$ cat src/rtl/neo_pkg.sv
// Shared types and helpers for the NEO sample reader.
//   rd_state_t   : reader FSM states
//   READ_LATENCY : Memory read latency in cycles (raddr -> rdata)
//   addr_w(m)    : read-address width for an m-entry Memory
package neo_pkg;

  typedef enum logic [1:0] {RD_IDLE, RD_STREAM, RD_DONE} rd_state_t;

  localparam int READ_LATENCY = 1;

  function automatic int addr_w(input int m);
    return $clog2(m) + 1;
  endfunction

endpackage

$ cat src/rtl/neo_sample_fifo.sv
// Small FIFO buffering Memory read data for the window shifter.
// Ports:
//   Clk, reset        : clock, async active-low reset
//   i_push / i_din    : write one sample
//   i_pop             : drop the head sample (head is valid when count != 0)
//   o_head            : current head sample
//   o_count           : number of samples held
module neo_sample_fifo #(
  parameter int N     = 8,
  parameter int DEPTH = 2
) (
  input  logic                         Clk,
  input  logic                         reset,
  input  logic                         i_push,
  input  logic                         i_pop,
  input  logic signed [N-1:0]          i_din,
  output logic signed [N-1:0]          o_head,
  output logic [$clog2(DEPTH+1)-1:0]   o_count
);

  localparam int PW = (DEPTH > 1) ? $clog2(DEPTH) : 1;
  localparam int CW = $clog2(DEPTH + 1);

  logic signed [N-1:0] r_mem [DEPTH];
  logic [PW-1:0]       r_wp;
  logic [PW-1:0]       r_rp;
  logic [CW-1:0]       r_cnt;

  always_ff @(posedge Clk or negedge reset) begin
    if (!reset) begin
      r_wp  <= '0;
      r_rp  <= '0;
      r_cnt <= '0;
      for (int i = 0; i < DEPTH; i++) r_mem[i] <= '0;
    end else begin
      if (i_push) begin
        r_mem[r_wp] <= i_din;
        r_wp        <= (r_wp == PW'(DEPTH - 1)) ? '0 : r_wp + 1'b1;
      end
      if (i_pop)
        r_rp <= (r_rp == PW'(DEPTH - 1)) ? '0 : r_rp + 1'b1;
      case ({i_push, i_pop})
        2'b10:   r_cnt <= r_cnt + 1'b1;
        2'b01:   r_cnt <= r_cnt - 1'b1;
        default: r_cnt <= r_cnt;
      endcase
    end
  end

  assign o_head  = r_mem[r_rp];
  assign o_count = r_cnt;

  // The reader's credit rule should make both of these unreachable.
  a_no_overflow: assert property (@(posedge Clk) disable iff (!reset)
    !(i_push && !i_pop && r_cnt == CW'(DEPTH)));
  a_no_underflow: assert property (@(posedge Clk) disable iff (!reset)
    !(i_pop && r_cnt == '0));

endmodule

$ cat src/rtl/neo_sample_reader.sv
// Read-side master for the sample Memory. On start, reads locations 0..M-1
// and presents a sliding (x[n-1], x[n], x[n+1]) window, n = 1..M-2, to the
// NEO datapath over valid/ready.
// Ports:
//   Clk, reset             : clock, async active-low reset
//   start                  : begin one pass (ignored while busy)
//   raddr / rdata          : Memory read port (rdata one cycle after raddr)
//   win_prev/cur/next      : window samples, passed through unmodified
//   win_valid / win_ready  : window handshake
//   busy                   : pass in progress (STREAM or DONE)
//   done                   : one-cycle pulse after the last window is taken
module neo_sample_reader
  import neo_pkg::*;
#(
  parameter int N = 8,
  parameter int M = 16
) (
  input  logic                     Clk,
  input  logic                     reset,
  input  logic                     start,
  output logic [addr_w(M)-1:0]     raddr,
  input  logic signed [N-1:0]      rdata,
  output logic signed [N-1:0]      win_prev,
  output logic signed [N-1:0]      win_cur,
  output logic signed [N-1:0]      win_next,
  output logic                     win_valid,
  input  logic                     win_ready,
  output logic                     busy,
  output logic                     done
);

  localparam int            AW       = addr_w(M);
  localparam logic [AW-1:0] M_L      = AW'(M);
  localparam logic [AW-1:0] WIN_LAST = AW'(M - 3);

  generate
    if (M < 3) begin : g_bad_m
      $error("neo_sample_reader: M must be at least 3");
    end
  endgenerate

  rd_state_t           r_state, w_state_nxt;
  logic [AW-1:0]       r_rd_cnt;
  logic [AW-1:0]       r_win_cnt;
  logic [AW-1:0]       r_raddr;
  logic                r_inflight;
  logic [1:0]          r_fill;
  logic                r_valid;
  logic signed [N-1:0] r_prev, r_cur, r_next;

  logic                w_issue, w_pop, w_push, w_hs, w_last;
  logic [2:0]          w_used;
  logic signed [N-1:0] w_head;
  logic [1:0]          w_fcnt;

  // Read data lands exactly one cycle after the issue cycle, so the
  // in-flight flag doubles as the FIFO push strobe.
  assign w_push = r_inflight;
  assign w_hs   = r_valid & win_ready;

  neo_sample_fifo #(.N(N), .DEPTH(2)) u_fifo (
    .Clk     (Clk),
    .reset   (reset),
    .i_push  (w_push),
    .i_pop   (w_pop),
    .i_din   (rdata),
    .o_head  (w_head),
    .o_count (w_fcnt)
  );

  always_ff @(posedge Clk or negedge reset) begin
    if (!reset) r_state <= RD_IDLE;
    else        r_state <= w_state_nxt;
  end

  always_comb begin
    w_state_nxt = r_state;
    w_issue     = 1'b0;
    w_pop       = 1'b0;
    w_last      = 1'b0;
    w_used      = '0;
    case (r_state)
      RD_IDLE: if (start) w_state_nxt = RD_STREAM;
      RD_STREAM: begin
        w_last = w_hs && (r_win_cnt == WIN_LAST);
        // Pop while filling, while waiting to re-present a shifted window,
        // or to shift on a handshake that is not the final one.
        w_pop  = (w_fcnt != 2'd0) &&
                 ((r_fill != 2'd3) || !r_valid || (w_hs && !w_last));
        // Credits count the slot freed by a same-cycle pop; without this a
        // single outstanding read could only sustain one window per 2 cycles.
        w_used  = {1'b0, w_fcnt} - {2'b0, w_pop} + {2'b0, r_inflight};
        w_issue = (r_rd_cnt < M_L) && (w_used < 3'd2);
        if (w_last) w_state_nxt = RD_DONE;
      end
      RD_DONE: w_state_nxt = RD_IDLE;
      default: w_state_nxt = RD_IDLE;
    endcase
  end

  always_ff @(posedge Clk or negedge reset) begin
    if (!reset) begin
      r_rd_cnt   <= '0;
      r_win_cnt  <= '0;
      r_raddr    <= '0;
      r_inflight <= 1'b0;
      r_fill     <= '0;
      r_valid    <= 1'b0;
      r_prev     <= '0;
      r_cur      <= '0;
      r_next     <= '0;
    end else begin
      r_inflight <= w_issue;
      if (r_state == RD_IDLE) begin
        r_rd_cnt  <= '0;
        r_win_cnt <= '0;
        r_fill    <= '0;
      end
      if (w_issue) begin
        r_raddr  <= r_rd_cnt;
        r_rd_cnt <= r_rd_cnt + 1'b1;
      end
      // The first three pops fill the window through the same shift path.
      if (w_pop) begin
        r_prev <= r_cur;
        r_cur  <= r_next;
        r_next <= w_head;
        if (r_fill != 2'd3) r_fill <= r_fill + 2'd1;
      end
      if (w_pop && r_fill[1])  r_valid <= 1'b1;
      else if (w_hs)           r_valid <= 1'b0;
      if (w_hs) r_win_cnt <= r_win_cnt + 1'b1;
    end
  end

  // raddr is presented in the issue cycle and otherwise holds the last address.
  assign raddr     = w_issue ? r_rd_cnt : r_raddr;
  assign win_prev  = r_prev;
  assign win_cur   = r_cur;
  assign win_next  = r_next;
  assign win_valid = r_valid;
  assign busy      = (r_state != RD_IDLE);
  assign done      = (r_state == RD_DONE);

endmodule
$ cat config.mk
export PLATFORM = sky130hd
export DESIGN_NAME = neo_sample_reader
export DESIGN_NICKNAME = d
export VERILOG_FILES = /design/src/rtl/neo_pkg.sv /design/src/rtl/neo_sample_fifo.sv /design/src/rtl/neo_sample_reader.sv
export SDC_FILE = /design/constraint.sdc
export NUM_CORES = 1
export LEC_CHECK = 0
export CORE_ASPECT_RATIO = 1.5
export CORE_MARGIN = 2
export CORE_UTILIZATION = 53
export DETAILED_ROUTE_END_ITERATION = 10
export GPL_TIMING_DRIVEN = 0
export PLACE_DENSITY = 0.84
export SKIP_LAST_GASP = 1
export SLEW_MARGIN = 20
export SYNTH_ARGS = -nofsm -noshare
export SYNTH_HDL_FRONTEND = slang
export SYNTH_SLANG_ARGS = --single-unit
$ cat constraint.sdc
create_clock -name Clk -period 4.4 [get_ports Clk]
set_input_delay 0.88 -clock Clk [delete_from_list [all_inputs] [get_ports Clk]]
set_output_delay 0.88 -clock Clk [all_outputs]
set_load 0.01 [all_outputs]
# Word-level counts from Yosys, hierarchy flattened
# Cells that the tools add are included.
# totals
register_bits	65
latchBits	0
mem_bits_rw	0
romBits	0
output_inout_bits	32
mem_count	0
# classes
add_sub_neg	9
n_mul	0
n_div	0
n_lt_le_gt_ge	5
n_eq_ne	8
shift	0
mux	23
bitwise_logic	3
reduce_logical	18
# op_table
operator	n
8-bit two-way mux	4
5-bit two-way mux	4
16-bit bitwise mux	1
2-bit nonzero test	6
5-bit by 1-bit adder with 5-bit output, second input constant	2
2-bit two-way mux	5
8-bit demux with 1-bit select	1
2-bit case mux with 2 select lines	2
1-bit logical AND	6
1-bit two-way mux	6
2-bit != test, second input constant	3
5-bit by 4-bit equality test with 1-bit output, second input constant	1
5-bit less-than comparator, second input constant	1
2-bit by 1-bit adder with 2-bit output, second input constant	2
2-bit by 1-bit equality test with 1-bit output, second input constant	2
2-bit equality test, second input constant	2
2-bit greater-or-equal comparator, second input constant	2
1-bit inverter with 2-bit output	2
3-bit by 1-bit adder with 3-bit output	1
3-bit by 2-bit less-than comparator with 1-bit output, second input constant	1
2-bit by 1-bit subtractor with 3-bit output	1
1-bit adder, second input constant	2
1-bit zero test	2
2-bit zero test	1
5 further kinds	6

# Logic depth before layout (Yosys ltp)
# Gate-level depths: netlist (run 1).
# logic_depth
ltp_word	12
mapped_depth	14
depth_no_buf	12

# Modules after synthesis
# From an unflattened synthesis (run 1), not the netlist that was laid out.
# hier_totals
cells_unflattened	204
hier_area_um2	2781.4
# modules_own_cells
module	n_inst	cells_per_inst	area_each_um2	seq_area_each_um2
neo_sample_reader	1	149	1924.3	1126.1
neo_sample_fifo	1	55	857.1	500.5

# Worst setup path after synthesis (run 1)
# No wires, ideal clock.
# synth_timing
path_kind	input to output
start	input win_ready
end	output raddr[4]
arrival_ps	2947
required_ps	3520
slack_ps	573
stages	10
path_cell_list	a21oi_1 -> nor2_1 -> ha_1 -> nand2b_1 -> fa_1 -> xor2_1 -> or4b_1 -> buf_6 -> buf_8 -> and2_2
# synth_between
elab_chain_cells	12
# synth_rtl
item	line_no	text
from (decl)	neo_sample_reader.sv:27	input logic win_ready,
1-bit AND *	neo_sample_reader.sv:59	assign w_hs = r_valid & win_ready;
1-bit logical AND	neo_sample_reader.sv:85	w_last = w_hs && (r_win_cnt == WIN_LAST);
1-bit zero test	neo_sample_reader.sv:89	((r_fill != 2'd3) || !r_valid || (w_hs && !w_last));
1-bit logical AND *	neo_sample_reader.sv:89	
1-bit logical OR *	neo_sample_reader.sv:89	
1-bit logical AND *	neo_sample_reader.sv:88	w_pop = (w_fcnt != 2'd0) &&
2-bit by 1-bit subtractor with 3-bit output *	neo_sample_reader.sv:92	w_used = {1'b0, w_fcnt} - {2'b0, w_pop} + {2'b0, r_inflight};
3-bit by 1-bit adder with 3-bit output *	neo_sample_reader.sv:92	
3-bit by 2-bit less-than comparator with 1-bit output *	neo_sample_reader.sv:93	w_issue = (r_rd_cnt < M_L) && (w_used < 3'd2);
1-bit logical AND *	neo_sample_reader.sv:93	
1-bit two-way mux *	neo_sample_reader.sv:82	case (r_state)
5-bit two-way mux *	n/a	
to (decl)	neo_sample_reader.sv:21	output logic [addr_w(M)-1:0] raddr,
# Every way passes the cells marked *; elsewhere a longest branch is shown, timed or not.

# Worst setup path in the final report (run 1)
# layout_timing
start	register r_win_cnt[1]
end	output raddr[1]
# layout_between
elab_chain_cells	12
# layout_rtl
item	line_no	text
from (decl)	neo_sample_reader.sv:44	logic [AW-1:0] r_win_cnt;
from (signal assigned)	neo_sample_reader.sv:132	if (w_hs) r_win_cnt <= r_win_cnt + 1'b1;
5-bit by 4-bit equality test with 1-bit output	neo_sample_reader.sv:85	
1-bit logical AND	neo_sample_reader.sv:85	
1-bit zero test	neo_sample_reader.sv:89	
1-bit logical AND	neo_sample_reader.sv:89	
1-bit logical OR	neo_sample_reader.sv:89	
1-bit logical AND	neo_sample_reader.sv:88	
2-bit by 1-bit subtractor with 3-bit output	neo_sample_reader.sv:92	
3-bit by 1-bit adder with 3-bit output	neo_sample_reader.sv:92	
3-bit by 2-bit less-than comparator with 1-bit output	neo_sample_reader.sv:93	
1-bit logical AND	neo_sample_reader.sv:93	
1-bit two-way mux	neo_sample_reader.sv:82	
5-bit two-way mux	n/a	
# No other way between the ends.

==> results of run 1 <==
[state kept, by name, summed over array words and instances, names as in the netlist]
signal,count
win_next,8
r_inflight,1
u_fifo.o_count,2
win_prev,8
u_fifo.r_rp,1
u_fifo.r_wp,1
r_raddr,5
r_rd_cnt,5
r_fill,2
win_valid,1
r_win_cnt,5
win_cur,8
r_state,2
u_fifo.r_mem,16
[cells in the mapped netlist]
library cell	instances
a31oi_1	1
mux2i_1	2
inv_1	8
nand2_1	10
buf_6	3
o21ai_0	12
xnor2_1	3
a21oi_1	2
nor2b_1	1
or2_1	1
mux2_2	52
buf_1	1
and2b_1	1
a21o_1	1
dfrtp_1	65
nand4b_1	1
nor3b_2	1
and2_2	1
fa_1	1
nand2b_1	2
a211oi_1	1
nor3_1	2
o31ai_1	2
o211ai_2	1
ha_1	6
buf_8	1
or4b_1	1
nand3_1	8
nor2_1	9
xor2_1	4
[layout make-up]
cell class	instances	area, sq um
Clock inverter	2	37.5
Timing Repair Buffer	48	460
Tap cell	68	85.1
Inverter	8	30.0
Clock buffer	13	159
Multi-Input combinational cell	126	1090
Buffer	5	52.6
Fill cell	392	1550
Sequential cell	65	1630
[kinds of logic after synthesis]
| kind of cell | synth area share (%) |
|---|---|
| buffers and inverters | 2.97 |
| AND/OR/NAND/NOR | 6.93 |
| multiplexers | 21.8 |
| adder cells (fa/ha/maj) | 3.42 |
| AO/OA/AOI/OAI | 4.27 |
| flip-flops | 58.5 |
| XOR/XNOR | 2.20 |
[placed cells by master (no fill, tap or decap), types with 5 or more instances in the layout]
cell type / n
buf_4: 5
nand2_1: 10
mux2_2: 52
clkdlybuf4s50_1: 36
o21ai_0: 12
inv_1: 8
nand3_1: 8
dfrtp_1: 65
clkbuf_8: 11
nor2_1: 9
ha_1: 6
[power by group through the flow]
| stage | clock, mW | combinational (mW) | sequential (mW) |
|---|---|---|---|
| global route | 0.537 | 1.46 | 1.13 |
| global placement | 0 | 1.28 | 1.08 |
| CTS | 0.513 | 1.33 | 1.09 |
| detailed placement | 0 | 1.33 | 1.10 |
| floorplan | 0 | 0.806 | 1.10 |
| finish | 0.500 | 1.33 | 1.09 |
[worst register-to-register path, delay by kind of cell, from the launching register on]
family | cells | cell delay [ns]
xor gates and xnor gates | 1 | 0.16
AOI/OAI and AO/OA | 2 | 0.37
DFF | 1 | 0.38
adders and majority gates | 3 | 0.74
muxes | 1 | 0.10
and+or+nand+nor | 4 | 0.90
buffers and inverters | 3 | 0.35
[through the flow]
stage | power (mW) | setup slack, ns | setup TNS (ns) | utilization [%] | instance area (sq um)
2_1_floorplan | 1.91 | 0.573 | 0 | - | 2780
3_3_place_gp | 2.36 | -0.529 | -2.48 | 64.9 | 3300
6_report | 2.92 | 0.0743 | 0 | 69.6 | 3540
5_1_grt | 3.13 | -0.0647 | -0.0647 | 69.6 | 3540
4_1_cts | 2.93 | 0.00641 | 0 | 69.6 | 3540
3_5_place_dp | 2.42 | -0.548 | -2.62 | 65.4 | 3320
[final timing paths]
kind / start / end / slack, ns / depth (start not counted)
min: reset / win_next[6] / 0.37 / 1
min reg2reg: r_state[1] / r_state[0] / 0.46 / 1
max in group asynchronous: reset / r_state[1] / 3.53 / 2
max: r_win_cnt[1] / raddr[1] / 0.07 / 13
min in group Clk: r_state[1] / r_state[0] / 0.46 / 1
max reg2reg: r_win_cnt[1] / r_rd_cnt[2] / 1.29 / 14
[per-layer routing]
metal	part of all wire (%)	global-route usage, %
met2	52	33.1
met3	4.6	6.80
met5	0	0
met4	2.1	10.6
met1	41	22.6
[repair_timing]
action / CTS / global route
endpoints found under the setup margin: 5 / 5
pin swaps: 2 / 2
setup buffers: 3 / 1
gates resized for setup: 12 / 9
==> results by group, run 1 <==
Synthesis
  – Synth unique cells: 30
  – Yosys top cell area share: 58.5%
  – Syn_area_per_cell: 13.6 sq um
  – Sequential share of the synthesized area: 58.5%
  – Mapped Area: 2780 sq um
  – Synth area leaders: dfrtp_1, mux2_2, ha_1
  – Yosys warns: 0
  – Synthesis-stage register bit count: 65
  – Syn nets: 223
  – Synthesized instance count: 204
  – Post-synth top area cell: dfrtp_1

Placed design
  – Routability congestion estimate: 0.723
  – Number of port buffers: 43
  – Detailed Place HPWL: 3.43 mm
  – Dpl cells: 316

Drt
  – Wire per inst: 15.2 um
  – Via-to-Cell Ratio: 5.19
  – Routed WL: 5.09 mm
  – Vias post-DR: 1740
  – # DRC: 0
  – DRT Pass-1 Iters: 4
  – Post-route ant nets: 0
  – Starting DRC count in detailed routing: 71

Finish
  – N_diodes: 0
  – Area Growth Syn to Fin: 27.2%
  – Non-Filler Instances: 335
  – Fin nets: 282
  – Layout cells sized above 1: 32.2%

Die
  – Width of the die: 63.2 um
  – Die extent in y: 92.7 um
  – I/O Pins: 44
  – Num rows: 32
  – Die ar.: 5860 sq um
  – Core region area: 5080 sq um
  – Initial Util: 54.7%

Timing
  – Hold_ws: 0.373 ns
  – Max Transition Viols Final: 0
  – Max Fclk: 231 MHz
  – Worst Skew: 0.00751 ns
  – Tcrit/Tclk final: 98.3%
  – RSZ-0062 raised after global routing: yes
  – Rel. slew slack: 50.2%
  – Final hold viol count: 0
  – Worst-Margin Slew: 0.744 ns
  – Clock period minus worst slack: 4.33 ns
  – Setup Viol. Count Final: 0

CTS
  – Num CTS Buffers: 9
  – H-tree Lvls: 3
  – Clk buf depth: 2
  – Clock Latency Late Sink: 0.34 ns
  – CTS root buf: clkbuf_8
  – CTS tree: built
  – CTS sink cnt: 65
  – Cts hold-fix bufs: 0
  – Worst-path clk slew: 0.07 ns

Worst setup path
  – Crit-path max FO: 6
  – Worst Setup Start Kind: register
  – Most frequent CP cell: ha_1
  – Setup CP Type: register to output pin
  – CP Data Required Time: 3.52 ns
  – Critical-path cell with the highest stage delay: or4b_1
  – Crit path arrival time: 3.45 ns
  – Largest stage delay on the critical path: 0.53 ns
  – Critical Path End Type: output pin
  – Critical path buffers and inverters: 3
  – Family with the most delay on the worst path: simple AND/OR/NAND/NOR gates
  – CP Cell Sequence: inv_1 > ha_1 > nand4b_1 > a21oi_2 > nor2_1 > ha_1 > nand2b_4 > fa_2 > xor2_1 > or4b_1 > buf_6 > mux2_2 > clkdlybuf4s15_1

Power
  – Static leakage: 1.55 nW
  – Power share of the clock group: 17.1%
  – VDD IR max: 491 uV
  – Pwr dens: 825 nW/um^2
  – Switching power: 0.941 mW
  – P_int: 1.98 mW
  – Reg power frac: 37.2%
  – Combinational share of power: 45.6%
  – Net Sw Frac: 32.2%

GRT
  – Largest net degree at the start of global routing: 56
  – Initial antenna violation count: 0
  – Total track usage: 20.0%
  – Vias in the first global route: 1914
  – First-pass GRT wire length: 8.80 mm
  – Total grt overflow: 0

Worst hold path
  – Worst hold path class: input port to asynchronous set/reset pin

Status
  – Outcome: complete, no violations

Run
  – Max-Cap Viols: 0
Note: power is estimated with default switching activity, not from simulation.
==> inputs of run 2 (changes only) <==
Settings changed: CORE_UTILIZATION 53 to 45, PLACE_DENSITY 0.84 to 0.74.
==> run 2 against run 1 <==
  * Die area is 17% higher
  * Final cell count up 3.0%
  * Global-route usage is 3.4 points lower
  * Routed wire length fell by 3.0%
  * Utilization is 9.8 points lower
  * Combinational power grew 5%
  * Highest routed layer unchanged
==> results by group, run 2 (same netlist as run 1, synthesis figures left out) <==
Worst hold path
  – Worst hold path class: input port to asynchronous set/reset pin

GRT
  – Largest net degree at the start of global routing: 40
  – First-pass GRT wire length: 8.41 mm
  – Initial antenna violation count: 0
  – Total grt overflow: 0
  – Total track usage: 16.6%
  – Vias in the first global route: 1784

Drt
  – # DRC: 0
  – Via-to-Cell Ratio: 5.06
  – Post-route ant nets: 0
  – Wire per inst: 14.3 um
  – Starting DRC count in detailed routing: 62
  – Vias post-DR: 1746
  – Routed WL: 4.94 mm
  – DRT Pass-1 Iters: 4

Finish
  – Commonest cells after routing, fill and taps aside: dfrtp_1, mux2_2, clkdlybuf4s50_1
  – Layout cells sized above 1: 33.9%
  – Area Growth Syn to Fin: 29.8%
  – Fillers: 521
  – Register Area: 1630 sq um
  – Post-layout util: 59.8%
  – Multi-input gate area: 1100 sq um
  – Most flops, register: u_fifo.r_mem
  – Largest register FFs: 16
  – Commonest non-fill, non-tap cell in the layout: dfrtp_1
  – N_diodes: 0
  – Non-Filler Instances: 345
  – Fin nets: 285

Worst setup path
  – R2R Setup Slk: 1.13 ns
  – Critical-path cell with the highest stage delay: or4b_4
  – Critical Path End Type: output pin
  – Setup CP Type: register to output pin
  – R2r worst-path depth: 15
  – Crit path arrival time: 3.33 ns
  – Largest stage delay on the critical path: 0.63 ns
  – CP Data Required Time: 3.52 ns
  – Family with the most delay on the worst path: simple AND/OR/NAND/NOR gates
  – Reg-to-Reg End: r_rd_cnt[2]
  – Critical path buffers and inverters: 3
  – Most frequent CP cell: ha_1
  – Worst Setup Start Kind: register
  – Crit-path max FO: 6
  – Worst R2R Start: r_win_cnt[1]
  – CP Cell Sequence: inv_1 > ha_1 > nand4b_1 > a21oi_2 > nor2_1 > ha_1 > nand2b_1 > fa_2 > xor2_1 > or4b_4 > buf_8 > and2_2 > clkbuf_2

Timing
  – Setup Viol. Count Final: 0
  – Rel. slew slack: 49.3%
  – Final hold viol count: 0
  – Worst-Margin Slew: 0.757 ns
  – Clock period minus worst slack: 4.21 ns
  – Tcrit/Tclk final: 95.6%
  – Worst Skew: 0.00615 ns
  – Final worst setup slack: 0.194 ns
  – Hold_ws: 0.456 ns
  – RSZ-0062 raised after global routing: no
  – Max Fclk: 238 MHz
  – Max Transition Viols Final: 0

Run
  – Max-Cap Viols: 0

Die
  – Initial Util: 46.0%
  – Die extent in y: 100 um
  – Width of the die: 68.2 um
  – Die ar.: 6840 sq um
  – I/O Pins: 44
  – Core region area: 6040 sq um
  – Num rows: 35

CTS
  – Clk buf depth: 2
  – H-tree Lvls: 3
  – Clock Latency Late Sink: 0.33 ns
  – CTS tree: built
  – Worst-path clk slew: 0.07 ns
  – Cts hold-fix bufs: 0
  – Num CTS Buffers: 9
  – CTS root buf: clkbuf_8
  – CTS sink cnt: 65

Placed design
  – Number of port buffers: 43
  – Routability congestion estimate: 0.740
  – DP Worst Slack: -0.570 ns
  – Detailed Place HPWL: 3.40 mm
  – Dpl cells: 322

Status
  – Outcome: complete, no violations

Power
  – Pwr dens: 851 nW/um^2
  – VDD IR max: 426 uV
  – Static leakage: 1.60 nW
## run 2: cell count changes in the layout (fill, tap and decap cells not counted), sizes merged
cell | before | now
clkinv | 0 | 1
bufinv | 1 | 3
buf | 12 | 15
clkbuf | 17 | 16
clkdlybuf4s15 | 1 | 0
## run 2: worst max-delay path by stage
stage                     cells past startpoint  slack [ns]         start       end
after CTS                                    14        0.01  r_win_cnt[1]  raddr[4]
after global routing                         13        0.01  r_win_cnt[1]  raddr[4]
final                                        13        0.19  r_win_cnt[1]  raddr[4]
after global placement                       12       -0.56     win_ready  raddr[4]
after floorplan                              10        0.57     win_ready  raddr[4]
after detailed placement                     12       -0.57     win_ready  raddr[4]
## run 2: per-layer routing
| layer | up-vias | global-route usage, % | part of all wire [%] |
|---|---|---|---|
| li1 | 834 | - | - |
| met1 | 866 | 21.2 | 44 |
| met2 | 35 | 25.9 | 50 |
| met3 | 11 | 3.48 | 3.6 |
| met4 | 0 | 9.08 | 1.8 |
| met5 | - | 0 | 0 |
## run 2: metrics by stage
stage / setup TNS (ns) / instance area (sq um) / power (mW)
6_report: 0 / 3610 / 3.07
5_1_grt: 0 / 3610 / 3.29
2_1_floorplan: 0 / 2780 / 1.91
3_5_place_dp: -2.69 / 3320 / 2.42
4_1_cts: 0 / 3580 / 3.03
3_3_place_gp: -2.60 / 3310 / 2.36
## run 2: layout make-up
cell class                      instances  area share, %
Tap cell                               74           2.56
Clock inverter                          5           2.84
Inverter                                8          0.832
Buffer                                  4           1.14
Sequential cell                        65           45.0
Clock buffer                           11           3.92
Timing Repair Buffer                   52           13.2
Multi-Input combinational cell        126           30.4
## run 2: power breakdown
part | leakage [nW] | internal, mW | switching [mW]
combinational | 0.699 | 0.838 | 0.549
sequential | 0.779 | 0.891 | 0.185
clock | 0.120 | 0.391 | 0.220
total | 1.60 | 2.12 | 0.954
## run 2: what timing repair did
action,4_1_cts,5_1_grt
endpoints found under the hold margin,0,0
pin swaps,1,2
setup buffers,3,5
resized for setup,11,15
endpoints found under the setup margin,5,5
gates cloned,0,0
